File: src/rtl/instbuffer_queue.sv
// Circular instruction queue sitting between fetch and the dual-issue stage.
// Fetch pushes 0/1/2 instructions per cycle, issue retires 0/1/2 from the head,
// and a branch flush empties the queue. The read side is purely combinational
// from the registered state, so issue logic may use count/buses in the same cycle.
module instbuffer_queue #(
  parameter int DEPTH = 16,
  parameter int PTR_W = 4,
  parameter int BUS_W = 131
) (
  input  logic             clk,
  input  logic             rst,
  input  logic             branch_flag_i,
  input  logic             fetch_inst1_valid_i,
  input  logic             fetch_inst2_valid_i,
  input  logic [BUS_W-1:0] fetch_inst1_bus_i,
  input  logic [BUS_W-1:0] fetch_inst2_bus_i,
  output logic             buffer_allowin_o,
  input  logic [1:0]       issue_mode_i,
  output logic [1:0]       instbuffer_count_o,
  output logic [BUS_W-1:0] inst1_bus_o,
  output logic [BUS_W-1:0] inst2_bus_o,
  output logic [PTR_W:0]   occupancy_o
);

  localparam int OCC_W = PTR_W + 1;
  // Fetch may push only while at least two slots are free, so a double push
  // can never overflow regardless of how many entries issue retires.
  localparam logic [OCC_W-1:0] ALLOWIN_MAX = OCC_W'(DEPTH - 2);

  logic [PTR_W-1:0] head_q, head_d;
  logic [PTR_W-1:0] tail_q, tail_d;
  logic [OCC_W-1:0] occ_q, occ_d;
  logic [BUS_W-1:0] ram_q [DEPTH];

  logic             allowin;
  logic [1:0]       mode_eff;
  logic [1:0]       push_n;
  logic [1:0]       pop_n;
  logic             we1;
  logic             we2;
  logic [PTR_W-1:0] tail_p1;
  logic [PTR_W-1:0] head_p1;

  // Accept/retire amounts for this cycle; pop is clamped to what is queued.
  always_comb begin
    allowin  = (occ_q <= ALLOWIN_MAX);
    push_n   = 2'd0;
    if (allowin && fetch_inst1_valid_i) begin
      push_n = fetch_inst2_valid_i ? 2'd2 : 2'd1;
    end
    // Mode 11 is not a legal issue mode; retire nothing.
    mode_eff = (issue_mode_i == 2'b11) ? 2'b00 : issue_mode_i;
    if (occ_q < OCC_W'(mode_eff)) begin
      pop_n = occ_q[1:0];
    end else begin
      pop_n = mode_eff;
    end
  end

  // Next pointers/occupancy; flush overrides any push or pop in the same cycle.
  always_comb begin
    tail_p1 = tail_q + PTR_W'(1);
    head_p1 = head_q + PTR_W'(1);
    head_d  = head_q;
    tail_d  = tail_q;
    occ_d   = occ_q;
    we1     = 1'b0;
    we2     = 1'b0;
    if (branch_flag_i) begin
      head_d = '0;
      tail_d = '0;
      occ_d  = '0;
    end else begin
      we1    = (push_n != 2'd0);
      we2    = (push_n == 2'd2);
      tail_d = tail_q + PTR_W'(push_n);
      head_d = head_q + PTR_W'(pop_n);
      occ_d  = occ_q + OCC_W'(push_n) - OCC_W'(pop_n);
    end
  end

  // Queue control state with asynchronous active-low reset.
  always_ff @(posedge clk or negedge rst) begin
    if (!rst) begin
      head_q <= '0;
      tail_q <= '0;
      occ_q  <= '0;
    end else begin
      head_q <= head_d;
      tail_q <= tail_d;
      occ_q  <= occ_d;
    end
  end

  // Entry storage; contents are never cleared, occupancy alone decides validity.
  always_ff @(posedge clk) begin
    if (we1) begin
      ram_q[tail_q] <= fetch_inst1_bus_i;
    end
    if (we2) begin
      ram_q[tail_p1] <= fetch_inst2_bus_i;
    end
  end

  // Read side: zero-latency view of the two oldest entries.
  always_comb begin
    buffer_allowin_o   = allowin;
    occupancy_o        = occ_q;
    instbuffer_count_o = (occ_q >= OCC_W'(2)) ? 2'd2 : occ_q[1:0];
    inst1_bus_o        = (occ_q >= OCC_W'(1)) ? ram_q[head_q]  : '0;
    inst2_bus_o        = (occ_q >= OCC_W'(2)) ? ram_q[head_p1] : '0;
  end

endmodule

File: config.mk
export PLATFORM = sky130hd
export DESIGN_NAME = instbuffer_queue
export DESIGN_NICKNAME = d
export VERILOG_FILES = /design/src/rtl/instbuffer_queue.sv
export SDC_FILE = /design/constraint.sdc
export NUM_CORES = 2
export LEC_CHECK = 0
export BUFFER_PORTS_ARGS = -buffer_cell sky130_fd_sc_hd__buf_4
export CAP_MARGIN = 20
export CELL_PAD_IN_SITES_DETAIL_PLACEMENT = 0
export CELL_PAD_IN_SITES_GLOBAL_PLACEMENT = 1
export CORE_AREA = 10 10 475 477
export CTS_BUF_LIST = sky130_fd_sc_hd__clkbuf_4 sky130_fd_sc_hd__clkbuf_8
export DETAILED_ROUTE_END_ITERATION = 7
export DIE_AREA = 0 0 485 487
export PLACE_DENSITY = 0.82
export SETUP_SLACK_MARGIN = 0.3
export SLEW_MARGIN = 20
export SYNTH_ARGS = -nofsm -noshare
export SYNTH_HDL_FRONTEND = slang
export SYNTH_SLANG_ARGS = --single-unit
export TNS_END_PERCENT = 30
File: constraint.sdc
create_clock -name clk -period 19.4 [get_ports clk]
set_clock_uncertainty 0.2 [all_clocks]
set_input_delay 2.91 -clock clk [delete_from_list [all_inputs] [get_ports clk]]
set_output_delay 2.91 -clock clk [all_outputs]
set_load 0.02 [all_outputs]
==> flow_summary.json <==
{
  "period_needed_ns": 10.54,
  "dp.cells": 9712,
  "max_freq_ghz": 0.0949,
  "maxSlewHeadroom_pct": 17.3,
  "antenna_found_initial": 83,
  "path_class": "flip-flop to primary output",
  "die-area_mm2": 0.236,
  "netlist_area_mm2": 0.122,
  "grt_pass1_wl_um": 565000,
  "finalSetupViolations": 0,
  "yosys_warnings": 0,
  "hold_slack_ns": 0.425,
  "syn_nets": 7316,
  "synth_cell_types": 46,
  "synth_top_area_share_pct": 51.5,
  "wl_per_cell_um": 37.9,
  "clock_latency_ns": 1.12,
  "vias": 75707,
  "async_flop_share_pct": 0.616,
  "post-cts-setup-buffers": 0,
  "worstPathRequired_ns": 16.29,
  "cts_tree": "built",
  "die_h_um": 487,
  "pin_count": 539,
  "yosys-top-cells-area": "edfxtp_1, mux4_2, mux2_2, mux2i_1, buf_2",
  "place.gp.congestion": 0.796,
  "ff2ff_setup_slack_ns": 13.78,
  "drcViolationCount": 0,
  "dp_hpwl_um": 207000,
  "fin_setup_tns_ns": 0,
  "rows": 171,
  "drv_slew": 0,
  "cts_buffer_depth": 4,
  "first_pass_iters": 5,
  "core_area_mm2": 0.216,
  "synth_top_area_cell": "edfxtp_1",
  "grt_pass1_vias": 77934,
  "p_leak_uw": 0.0430,
  "hold_class": "flip-flop to flip-flop",
  "port_buffers": 538,
  "die_width_um": 485,
  "ir_drop_mv": 0.180,
  "yosysSeqAreaShare_pct": 51.7,
  "nFillCells": 15673,
  "cts_hold_buffers": 0,
  "drt_iter0_markers": 10669,
  "syn_to_final_growth_pct": 10.2,
  "crit_fanout": 58,
  "fin_crit_sh_pct": 54.3,
  "cts.clk_slew.worst_paths_ns": 0.06,
  "powerDensity_mw_per_mm2": 131,
  "synth_seq_cells": 2109,
  "wirelength_um": 395000,
  "worst_pin_slew_ns": 1.24,
  "fin_nets": 7531,
  "grt_use_total_pct": 32.7,
  "clock_sinks": 2109,
  "drive_above_1_share_pct": 58.9,
  "grt_max_degree": 152,
  "rsz0062_at_grt": "false",
  "finalHoldViolCount": 0,
  "yosys-top-cells-count": "edfxtp_1, mux2_2, mux4_2, mux2i_1, clkbuf_1",
  "routed_via_density": 7.28,
  "cts_resized": 0,
  "start_util_pct": 56.6,
  "start_kind": "flip-flop",
  "drv_cap": 0,
  "syn_area_per_cell_um2": 17.4,
  "numCtsBuffers": 381,
  "syn_inst": 7028,
  "run_status": "completed",
  "ant_nets": 0,
  "overflow": 0,
  "fin_cells": 10405,
  "yosys_most_used_dff": "edfxtp_1",
  "htree_levels": 5,
  "end_kind": "primary output",
  "synth_edf_count": 2096,
  "cts-root-buf": "clkbuf_8",
  "cp.arrival_ns": 7.43,
  "yosysMostFrequentCell": "edfxtp_1"
}
[final timing paths]
| kind | startpoint | end | depth (start not counted) |
|---|---|---|---|
| setup / recovery | head_q[0] | inst2_bus_o[62] | 9 |
| hold / removal | tail_q[3] | tail_q[3] | 2 |
| setup reg to reg | occupancy_o[4] | ram_q[11][87] | 10 |
| hold reg to reg | tail_q[3] | tail_q[3] | 2 |
| max in group asynchronous | rst | head_q[1] | 1 |
| min in group asynchronous | rst | occupancy_o[4] | 1 |
[cell families after synthesis]
kind of cell | count (synthesis) | share of synthesized area (%)
flip-flops | 2109 | 51.7
multiplexers | 3666 | 42.9
adder cells (fa/ha/maj) | 19 | 0.219
XOR/XNOR | 8 | 0.0573
buffers and inverters | 860 | 3.25
AND/OR/NAND/NOR | 73 | 0.328
AO/OA/AOI/OAI | 293 | 1.52
[state kept, by name, indices dropped and copies added, names as in the netlist]
register and count:
head_q 4, occupancy_o 5, ram_q 2096, tail_q 4
[final cells by class]
type | instances | area (µm²) | share of cell area [%]
flip-flops and latches | 2109 | 63300 | 46.9
inverters | 14 | 60.1 | 0.0446
multi-input cells | 4059 | 55400 | 41.1
repair buffers | 678 | 5370 | 3.98
well taps | 2854 | 3570 | 2.65
clock inverters | 151 | 805 | 0.597
diodes | 30 | 75.1 | 0.0557
clock buffers | 510 | 6250 | 4.64
[routing by layer]
metal / wire (µm) / global-route usage [%] / up-vias
li1: - / - / 29773
met1: 149000 / 44.6 / 39924
met2: 183000 / 50.5 / 5088
met3: 48000 / 9.40 / 828
met4: 14400 / 12.1 / 94
met5: 551 / 0 / -
[per-stage QoR]
step	power (µW)	worst slack [ns]	util, %	area (µm²)
3_5_place_dp	13700	9.83	59.1	128000
4_1_cts	17700	8.65	62.3	135000
6_report	17600	8.86	62.4	135000
5_1_grt	18300	8.20	62.4	135000
2_1_floorplan	11000	5.79	-	122000
3_3_place_gp	13600	9.95	59.1	128000
[power by group]
part	leakage (µW)	switching [µW]	internal, µW	total (µW)
registers	0.0191	105	5130	5240
clock network	0.00377	1900	2160	4060
logic	0.0202	4580	3760	8350
[placed cells by master (no fill, tap or decap), types with 4 or more instances in the layout]
cell type	count
a211oi_1	4
a21oi_1	5
and3_4	7
buf_12	20
buf_4	654
bufinv_16	6
clkbuf_4	123
clkbuf_8	387
clkinv_1	93
clkinv_2	47
dfrtp_1	10
diode_2	30
edfxtp_1	2096
fa_1	4
ha_1	14
inv_1	13
mux2_1	5
mux2_2	2091
mux2i_1	522
mux4_2	1048
nand2b_1	6
nand3_1	4
nand3_4	4
nor2_1	21
nor2b_1	10
o21ai_4	9
o21bai_4	8
o22ai_1	260
xnor2_1	5
[worst max-delay path: stages, from the launching register on]
cell and delay, ns:
dfrtp_4 0.98, buf_4 0.77, buf_4 0.82, buf_4 0.83, buf_4 0.80, buf_4 0.83, mux4_2 0.60, mux2i_1 0.14
o22ai_1 0.15, buf_4 0.25
No activity file was read; power rests on OpenSTA's default activity.
